<file path="config.mk">
export PLATFORM = sky130hd
export DESIGN_NAME = regfile_mp_flat
export DESIGN_NICKNAME = d
export VERILOG_FILES = /design/src/rtl/regfile_mp_if.sv /design/src/rtl/regfile_mp.sv /design/src/flat_wrapper.sv
export SDC_FILE = /design/constraint.sdc
export NUM_CORES = 2
export LEC_CHECK = 0
export CAP_MARGIN = 20
export CELL_PAD_IN_SITES_DETAIL_PLACEMENT = 0
export CELL_PAD_IN_SITES_GLOBAL_PLACEMENT = 1
export CORE_ASPECT_RATIO = 0.5
export CORE_MARGIN = 2
export CORE_UTILIZATION = 51
export CTS_BUF_LIST = sky130_fd_sc_hd__clkbuf_4 sky130_fd_sc_hd__clkbuf_8 sky130_fd_sc_hd__clkbuf_16
export CTS_CLUSTER_DIAMETER = 30
export DETAILED_ROUTE_END_ITERATION = 12
export PLACE_DENSITY_LB_ADDON = 0.2
export SETUP_SLACK_MARGIN = 0.2
export SYNTH_ARGS = -nofsm -noshare
export SYNTH_HDL_FRONTEND = slang
export SYNTH_SLANG_ARGS = --single-unit
</file>
<file path="constraint.sdc">
create_clock -name clk -period 2.4 [get_ports clk]
set_clock_uncertainty 0.05 [all_clocks]
set_input_delay 0.24 -clock clk [delete_from_list [all_inputs] [get_ports clk]]
set_output_delay 0.24 -clock clk [all_outputs]
set_load 0.02 [all_outputs]
</file>
<file path="src/rtl/regfile_mp_if.sv">
// regfile_mp_if: bus bundle for the multi-port register file.
// master = datapath side (drives strobes/addresses/data), slave = register file.
`timescale 1ns/1ps
interface regfile_mp_if #(
  parameter int DATA_W = 32,
  parameter int ADDR_W = 5,
  parameter int NUM_RD = 2,
  parameter int NUM_WR = 2
);
  logic [NUM_RD-1:0]        rd_en;
  logic [NUM_RD*ADDR_W-1:0] rd_addr;
  logic [NUM_RD*DATA_W-1:0] rd_data;
  logic [NUM_RD-1:0]        rd_valid;
  logic [NUM_WR-1:0]        wr_en;
  logic [NUM_WR*ADDR_W-1:0] wr_addr;
  logic [NUM_WR*DATA_W-1:0] wr_data;
  logic                     clr_req;
  logic                     clr_busy;

  modport master (
    output rd_en, rd_addr, wr_en, wr_addr, wr_data, clr_req,
    input  rd_data, rd_valid, clr_busy
  );

  modport slave (
    input  rd_en, rd_addr, wr_en, wr_addr, wr_data, clr_req,
    output rd_data, rd_valid, clr_busy
  );
endinterface

</file>
<file path="src/rtl/regfile_mp.sv">
// regfile_mp: parametrised NUM_RD-read / NUM_WR-write register file with
// registered read ports, optional hardwired-zero entry 0 and a clear sequencer
// that zeroes one entry per cycle.
// Optional feature: define REGFILE_BYPASS_EN for write-first same-cycle
// read/write ordering; left undefined the file is read-first.
`timescale 1ns/1ps
module regfile_mp #(
  parameter int DATA_W   = 32,
  parameter int ADDR_W   = 5,
  parameter int NUM_RD   = 2,
  parameter int NUM_WR   = 2,
  parameter int ZERO_REG = 1
) (
  input logic         clk,
  input logic         rst_n,
  regfile_mp_if.slave bus
);

  localparam int                DEPTH    = 1 << ADDR_W;
  localparam logic [ADDR_W-1:0] LAST_IDX = ADDR_W'(DEPTH - 1);

  typedef enum logic { IDLE, SWEEP } state_t;

  state_t              state_q;
  logic [ADDR_W-1:0]   cnt_q;
  logic                clr_busy_q;

  logic [DATA_W-1:0]   mem_q [DEPTH];
  logic [DATA_W-1:0]   mem_d [DEPTH];
  logic [DATA_W-1:0]   rd_word [NUM_RD];
  logic [DATA_W-1:0]   rd_data_q [NUM_RD];
  logic [DATA_W-1:0]   rd_data_d [NUM_RD];
  logic [NUM_RD-1:0]   rd_valid_q;
  logic [NUM_RD-1:0]   rd_valid_d;
  logic                sweep;

  assign sweep = (state_q == SWEEP);

  // Per-port read value: array contents, optional same-cycle bypass, zero entry override.
  always_comb begin
    for (int p = 0; p < NUM_RD; p++) begin
      rd_word[p] = mem_q[bus.rd_addr[p*ADDR_W +: ADDR_W]];
`ifdef REGFILE_BYPASS_EN
      // Ascending scan so the highest-index matching write port wins, like the array update.
      for (int w = 0; w < NUM_WR; w++) begin
        if (bus.wr_en[w] && (bus.wr_addr[w*ADDR_W +: ADDR_W] == bus.rd_addr[p*ADDR_W +: ADDR_W]))
          rd_word[p] = bus.wr_data[w*DATA_W +: DATA_W];
      end
`endif
      if ((ZERO_REG != 0) && (bus.rd_addr[p*ADDR_W +: ADDR_W] == '0))
        rd_word[p] = '0;
    end
  end

  // Next read-port state: load on strobe (zeroed while sweeping), otherwise hold.
  always_comb begin
    for (int p = 0; p < NUM_RD; p++) begin
      rd_data_d[p]  = rd_data_q[p];
      rd_valid_d[p] = 1'b0;
      if (bus.rd_en[p]) begin
        rd_data_d[p]  = sweep ? '0 : rd_word[p];
        rd_valid_d[p] = !sweep;
      end
    end
  end

  // Next array contents: sweep clears one entry, otherwise apply writes in port order.
  always_comb begin
    mem_d = mem_q;
    if (sweep) begin
      mem_d[cnt_q] = '0;
    end else begin
      for (int w = 0; w < NUM_WR; w++) begin
        if (bus.wr_en[w] &&
            !((ZERO_REG != 0) && (bus.wr_addr[w*ADDR_W +: ADDR_W] == '0)))
          mem_d[bus.wr_addr[w*ADDR_W +: ADDR_W]] = bus.wr_data[w*DATA_W +: DATA_W];
      end
    end
  end

  // Array storage.
  always_ff @(posedge clk or negedge rst_n) begin
    if (!rst_n) begin
      for (int i = 0; i < DEPTH; i++) mem_q[i] <= '0;
    end else begin
      mem_q <= mem_d;
    end
  end

  // Read port registers.
  always_ff @(posedge clk or negedge rst_n) begin
    if (!rst_n) begin
      for (int p = 0; p < NUM_RD; p++) rd_data_q[p] <= '0;
      rd_valid_q <= '0;
    end else begin
      rd_data_q  <= rd_data_d;
      rd_valid_q <= rd_valid_d;
    end
  end

  // Clear sequencer: IDLE -> SWEEP on clr_req, one entry per cycle, back after the last entry.
  always_ff @(posedge clk or negedge rst_n) begin
    if (!rst_n) begin
      state_q    <= IDLE;
      cnt_q      <= '0;
      clr_busy_q <= 1'b0;
    end else if (state_q == IDLE) begin
      if (bus.clr_req) begin
        state_q    <= SWEEP;
        cnt_q      <= '0;
        clr_busy_q <= 1'b1;
      end
    end else begin
      if (cnt_q == LAST_IDX) begin
        state_q    <= IDLE;
        cnt_q      <= '0;
        clr_busy_q <= 1'b0;
      end else begin
        cnt_q <= cnt_q + 1'b1;
      end
    end
  end

  for (genvar p = 0; p < NUM_RD; p++) begin : g_rd_out
    assign bus.rd_data[p*DATA_W +: DATA_W] = rd_data_q[p];
  end
  assign bus.rd_valid = rd_valid_q;
  assign bus.clr_busy = clr_busy_q;

endmodule

</file>
<file path="src/flat_wrapper.sv">
// flat-port wrapper written by rule: the top's interface ports become plain ports
module regfile_mp_flat 
#(
  parameter int DATA_W   = 32,
  parameter int ADDR_W   = 5,
  parameter int NUM_RD   = 2,
  parameter int NUM_WR   = 2,
  parameter int ZERO_REG = 1
)
  (clk, rst_n, bus_rd_en, bus_rd_addr, bus_wr_en, bus_wr_addr, bus_wr_data, bus_clr_req, bus_rd_data, bus_rd_valid, bus_clr_busy);
  regfile_mp_if #(.DATA_W(DATA_W), .ADDR_W(ADDR_W), .NUM_RD(NUM_RD), .NUM_WR(NUM_WR)) bus_i ();
  input logic clk;
  input logic rst_n;
  input wire logic [$bits(bus_i.rd_en)-1:0] bus_rd_en;
  input wire logic [$bits(bus_i.rd_addr)-1:0] bus_rd_addr;
  input wire logic [$bits(bus_i.wr_en)-1:0] bus_wr_en;
  input wire logic [$bits(bus_i.wr_addr)-1:0] bus_wr_addr;
  input wire logic [$bits(bus_i.wr_data)-1:0] bus_wr_data;
  input wire logic [$bits(bus_i.clr_req)-1:0] bus_clr_req;
  output wire logic [$bits(bus_i.rd_data)-1:0] bus_rd_data;
  output wire logic [$bits(bus_i.rd_valid)-1:0] bus_rd_valid;
  output wire logic [$bits(bus_i.clr_busy)-1:0] bus_clr_busy;
  assign bus_i.rd_en = bus_rd_en;
  assign bus_i.rd_addr = bus_rd_addr;
  assign bus_i.wr_en = bus_wr_en;
  assign bus_i.wr_addr = bus_wr_addr;
  assign bus_i.wr_data = bus_wr_data;
  assign bus_i.clr_req = bus_clr_req;
  assign bus_rd_data = bus_i.rd_data;
  assign bus_rd_valid = bus_i.rd_valid;
  assign bus_clr_busy = bus_i.clr_busy;
  regfile_mp #(.DATA_W(DATA_W), .ADDR_W(ADDR_W), .NUM_RD(NUM_RD), .NUM_WR(NUM_WR), .ZERO_REG(ZERO_REG)) u_core (.clk(clk), .rst_n(rst_n), .bus(bus_i));
endmodule
</file>
==> summary.txt <==
Outcome
  – Status: complete, no violations

Finish
  – Commonest non-fill, non-tap cells in the layout: dfrtp_1 (1,095), mux2i_1 (1,091), a22o_1 (986), nor2_1 (967), a21oi_1 (935)
  – Layout cells sized above 1: 22.53%
  – Commonest non-fill, non-tap cell in the layout: dfrtp_1
  – Design Area, Final: 0.09284 mm²
  – Filler Cell Count: 11,380
  – Register Area: 0.02745 mm²
  – Nets@finish: 7,763
  – Layout area overhead: 22.51%
  – Multi-input gate area: 0.04517 mm²
  – Post-layout util: 63.30%

STA
  – RSZ-0062 raised after global routing: yes
  – Period minus WS final: 2265 ps
  – Final Hold Viols: 0
  – Setup-failing EPs final: 0
  – Final period util: 94.36%
  – Fmax: 441.6 MHz
  – Final Max Slew Viols: 0
  – Worst-Margin Slew: 900.1 ps
  – Fin worst setup slack: 135.4 ps
  – Slew margin rel.: 39.23%

Setup path
  – Critical path endpoint category: flop
  – Crit path required time: 3090 ps
  – Critical setup path kind: flop to flop
  – Worst Path Max Fanout: 27
  – Setup crit start kind: flop
  – RR Startpoint: u_core.state_q
  – Worst R2R Setup Slack: 140 ps
  – Critical path arrival: 2950 ps
  – Reg2reg path depth: 6
  – RR Endpoint: u_core.mem_q[709]

Route
  – Initial DRC Count: 12,480
  – Total Wirelength: 332,500 µm
  – Via count: 71,720
  – Via density per instance: 7.328
  – Residual DRC: 0
  – Drt pass-1 iters: 8
  – Detail Route Antenna Nets: 0
  – Drt wl/cell: 33.98 µm

Floorplan
  – Core ar.: 0.1467 mm²
  – Die Width: 549.1 µm
  – I/O Pins: 158
  – Row cnt: 99
  – Die height: 276.6 µm
  – Initial Utilization: 51.67%
  – Die area: 0.1519 mm²

Synth
  – Syn_area_per_cell: 10.18 µm²
  – Syn Nets: 7,541
  – Cell variety after synth: 66
  – Async set-or-reset flop fraction in the synthesized netlist: 100.0%
  – Sequential fraction of the synthesis area: 36.22%
  – Netlist Area Pre-Place: 0.07578 mm²
  – Mapped Cells: 7,445
  – Main synth FF type: dfrtp_1
  – YS warnings: 0
  – EDFF count, synth: 0
  – Number of synthesized register bits: 1,097

Power
  – PwrDens: 1025 mW/mm²
  – Total power: 95.20 mW
  – VDD IR max: 0.6951 mV
  – Clock share of power: 30.9%
  – P_int: 60.19 mW
  – Switching Fraction: 36.77%
  – Leak: 41.95 nW
  – Psw: 35.01 mW
  – Sequential power share: 32.9%
  – Logic pwr share: 36.1%

Clock network
  – Later-pin clock latency in the skew report: 830 ps
  – Max Root-Sink Buffers: 4
  – CTS clk-pin slew, worst paths: 50 ps
  – CTS tree: yes
  – Clock Tree Root: clkbuf_16
  – Setup Buffers After CTS: 0
  – CTS Buf Count: 195
  – Clock sinks: 1,097
  – CTS H-tree lvls: 4

Global routing
  – Tot GR Track Use: 42.78%
  – Wire length of the first global-routing pass: 481,400 µm
  – Pin count of the biggest net entering global routing: 100
  – Vias in the first global route: 69,510
  – Initial antenna violation count: 7
  – Congestion Overflow GR: 0

Place
  – PortBufs: 157
  – Detailed placement HPWL: 218,300 µm
  – Pre-CTS worst setup slack: -201.9 ps
  – Area after DPL: 0.08596 mm²
  – Gpl congestion: 0.9716

Min path
  – Min-Delay Endpoint: u_core.bus.rd_data[15]
  – Hold Crit Class: input port to flop
  – Hold depth: 3
  – Hold Startpoint: bus_rd_addr[3]

Job
  – Max-Cap Viols: 0
[layout make-up]
cell class / instances / share of cell area (%)
diodes: 2 / 0.005391
clock buffers: 258 / 6.069
clock inverters: 88 / 1.257
inverters: 10 / 0.04852
multi-input cells: 5411 / 48.66
flip-flops and latches: 1097 / 29.57
well taps: 1969 / 2.654
repair buffers: 952 / 11.74
[synthesized netlist by cell type (13+ instances only)]
cell	number	share of area, %
a22o_1	986	11
a31oi_1	91	0.75
o31ai_1	26	0.26
o221ai_1	13	0.15
and2_1	36	0.30
a211o_1	32	0.37
nand2_1	219	1.1
buf_6	17	0.25
o21ai_0	92	0.61
mux2i_1	1091	14
nor2b_1	60	0.50
buf_4	31	0.31
o22ai_1	63	0.52
a211oi_1	83	0.82
buf_1	48	0.24
and4b_1	15	0.20
a22oi_1	40	0.40
clkbuf_1	665	3.3
nor3_1	31	0.20
mux4_2	468	14
dfrtp_1	1097	36
mux2_2	21	0.31
buf_2	164	1.1
nor2_1	981	4.9
a21oi_1	948	6.3
[power groups by stage]
stage          Sequential [mW]  Combinational (mW)  Clock, mW
2_1_floorplan             28.7                22.2          0
3_3_place_gp              30.3                32.1          0
3_5_place_dp              31.0                33.2          0
4_1_cts                   30.8                33.4       29.4
5_1_grt                   31.9                36.1       30.4
6_report                  31.4                34.4       29.4
[cells by family (layout without fill, tap and decap cells)]
family	count (synthesis)	count (layout)	synth area share, %
buf+inv	937	1308	5.240
simple gates	1408	1408	7.808
other cells	0	2	0
xor+xnor	2	2	0.02312
flops	1097	1097	36.22
compound gates	2416	2416	21.99
mux	1580	1580	28.63
fa+ha+maj	5	5	0.08255
[metrics by stage]
stage	std cells	hold slack (ps)	TNS (ps)
3_5_place_dp	9436	169.7	-44190
3_3_place_gp	9436	169.2	-18810
6_report	9787	78.27	0
5_1_grt	9785	48.44	0
4_1_cts	9785	15.20	0
2_1_floorplan	7445	-105.6	0
[repair_timing]
item	4_1_cts	5_1_grt
hold endpoints to repair	657	0
endpoints found under the setup margin	322	132
gates resized for setup	38	15
hold buffers	3	0
[state kept, by name, indices dropped and copies added, names as in the netlist]
| name | cells |
|---|---|
| u_core.bus.rd_data | 64 |
| u_core.bus.clr_busy | 1 |
| u_core.bus.rd_valid | 2 |
| u_core.mem_q | 1024 |
| u_core.state_q | 1 |
| u_core.cnt_q | 5 |
[worst max path at each step]
stage,from,to,cells past startpoint
after floorplan,bus_rd_addr[5],u_core.bus.rd_data[40],10
after CTS,u_core.bus.rd_data[55],bus_rd_data[55],1
after global placement,bus_wr_addr[3],u_core.mem_q[88],9
final,u_core.state_q,u_core.mem_q[709],6
after global routing,u_core.state_q,u_core.mem_q[169],6
after detailed placement,bus_wr_addr[3],u_core.mem_q[383],8
[critical path, cell delays in order (launching register included)]
cell	delay (ps)
dfrtp_2	600
buf_4	250
inv_8	110
buf_4	210
a21oi_4	320
buf_12	340
a22o_1	220
[routing by layer]
layer / track usage [%] / wire length, µm / vias to the layer above
met1: 59.22 / 127400 / 35630
met4: 20.65 / 18040 / 6
met3: 16.42 / 51570 / 1127
met5: 0 / 38 / -
li1: - / - / 28820
met2: 58.44 / 135400 / 6140
No activity file was read; power rests on OpenSTA's default activity.
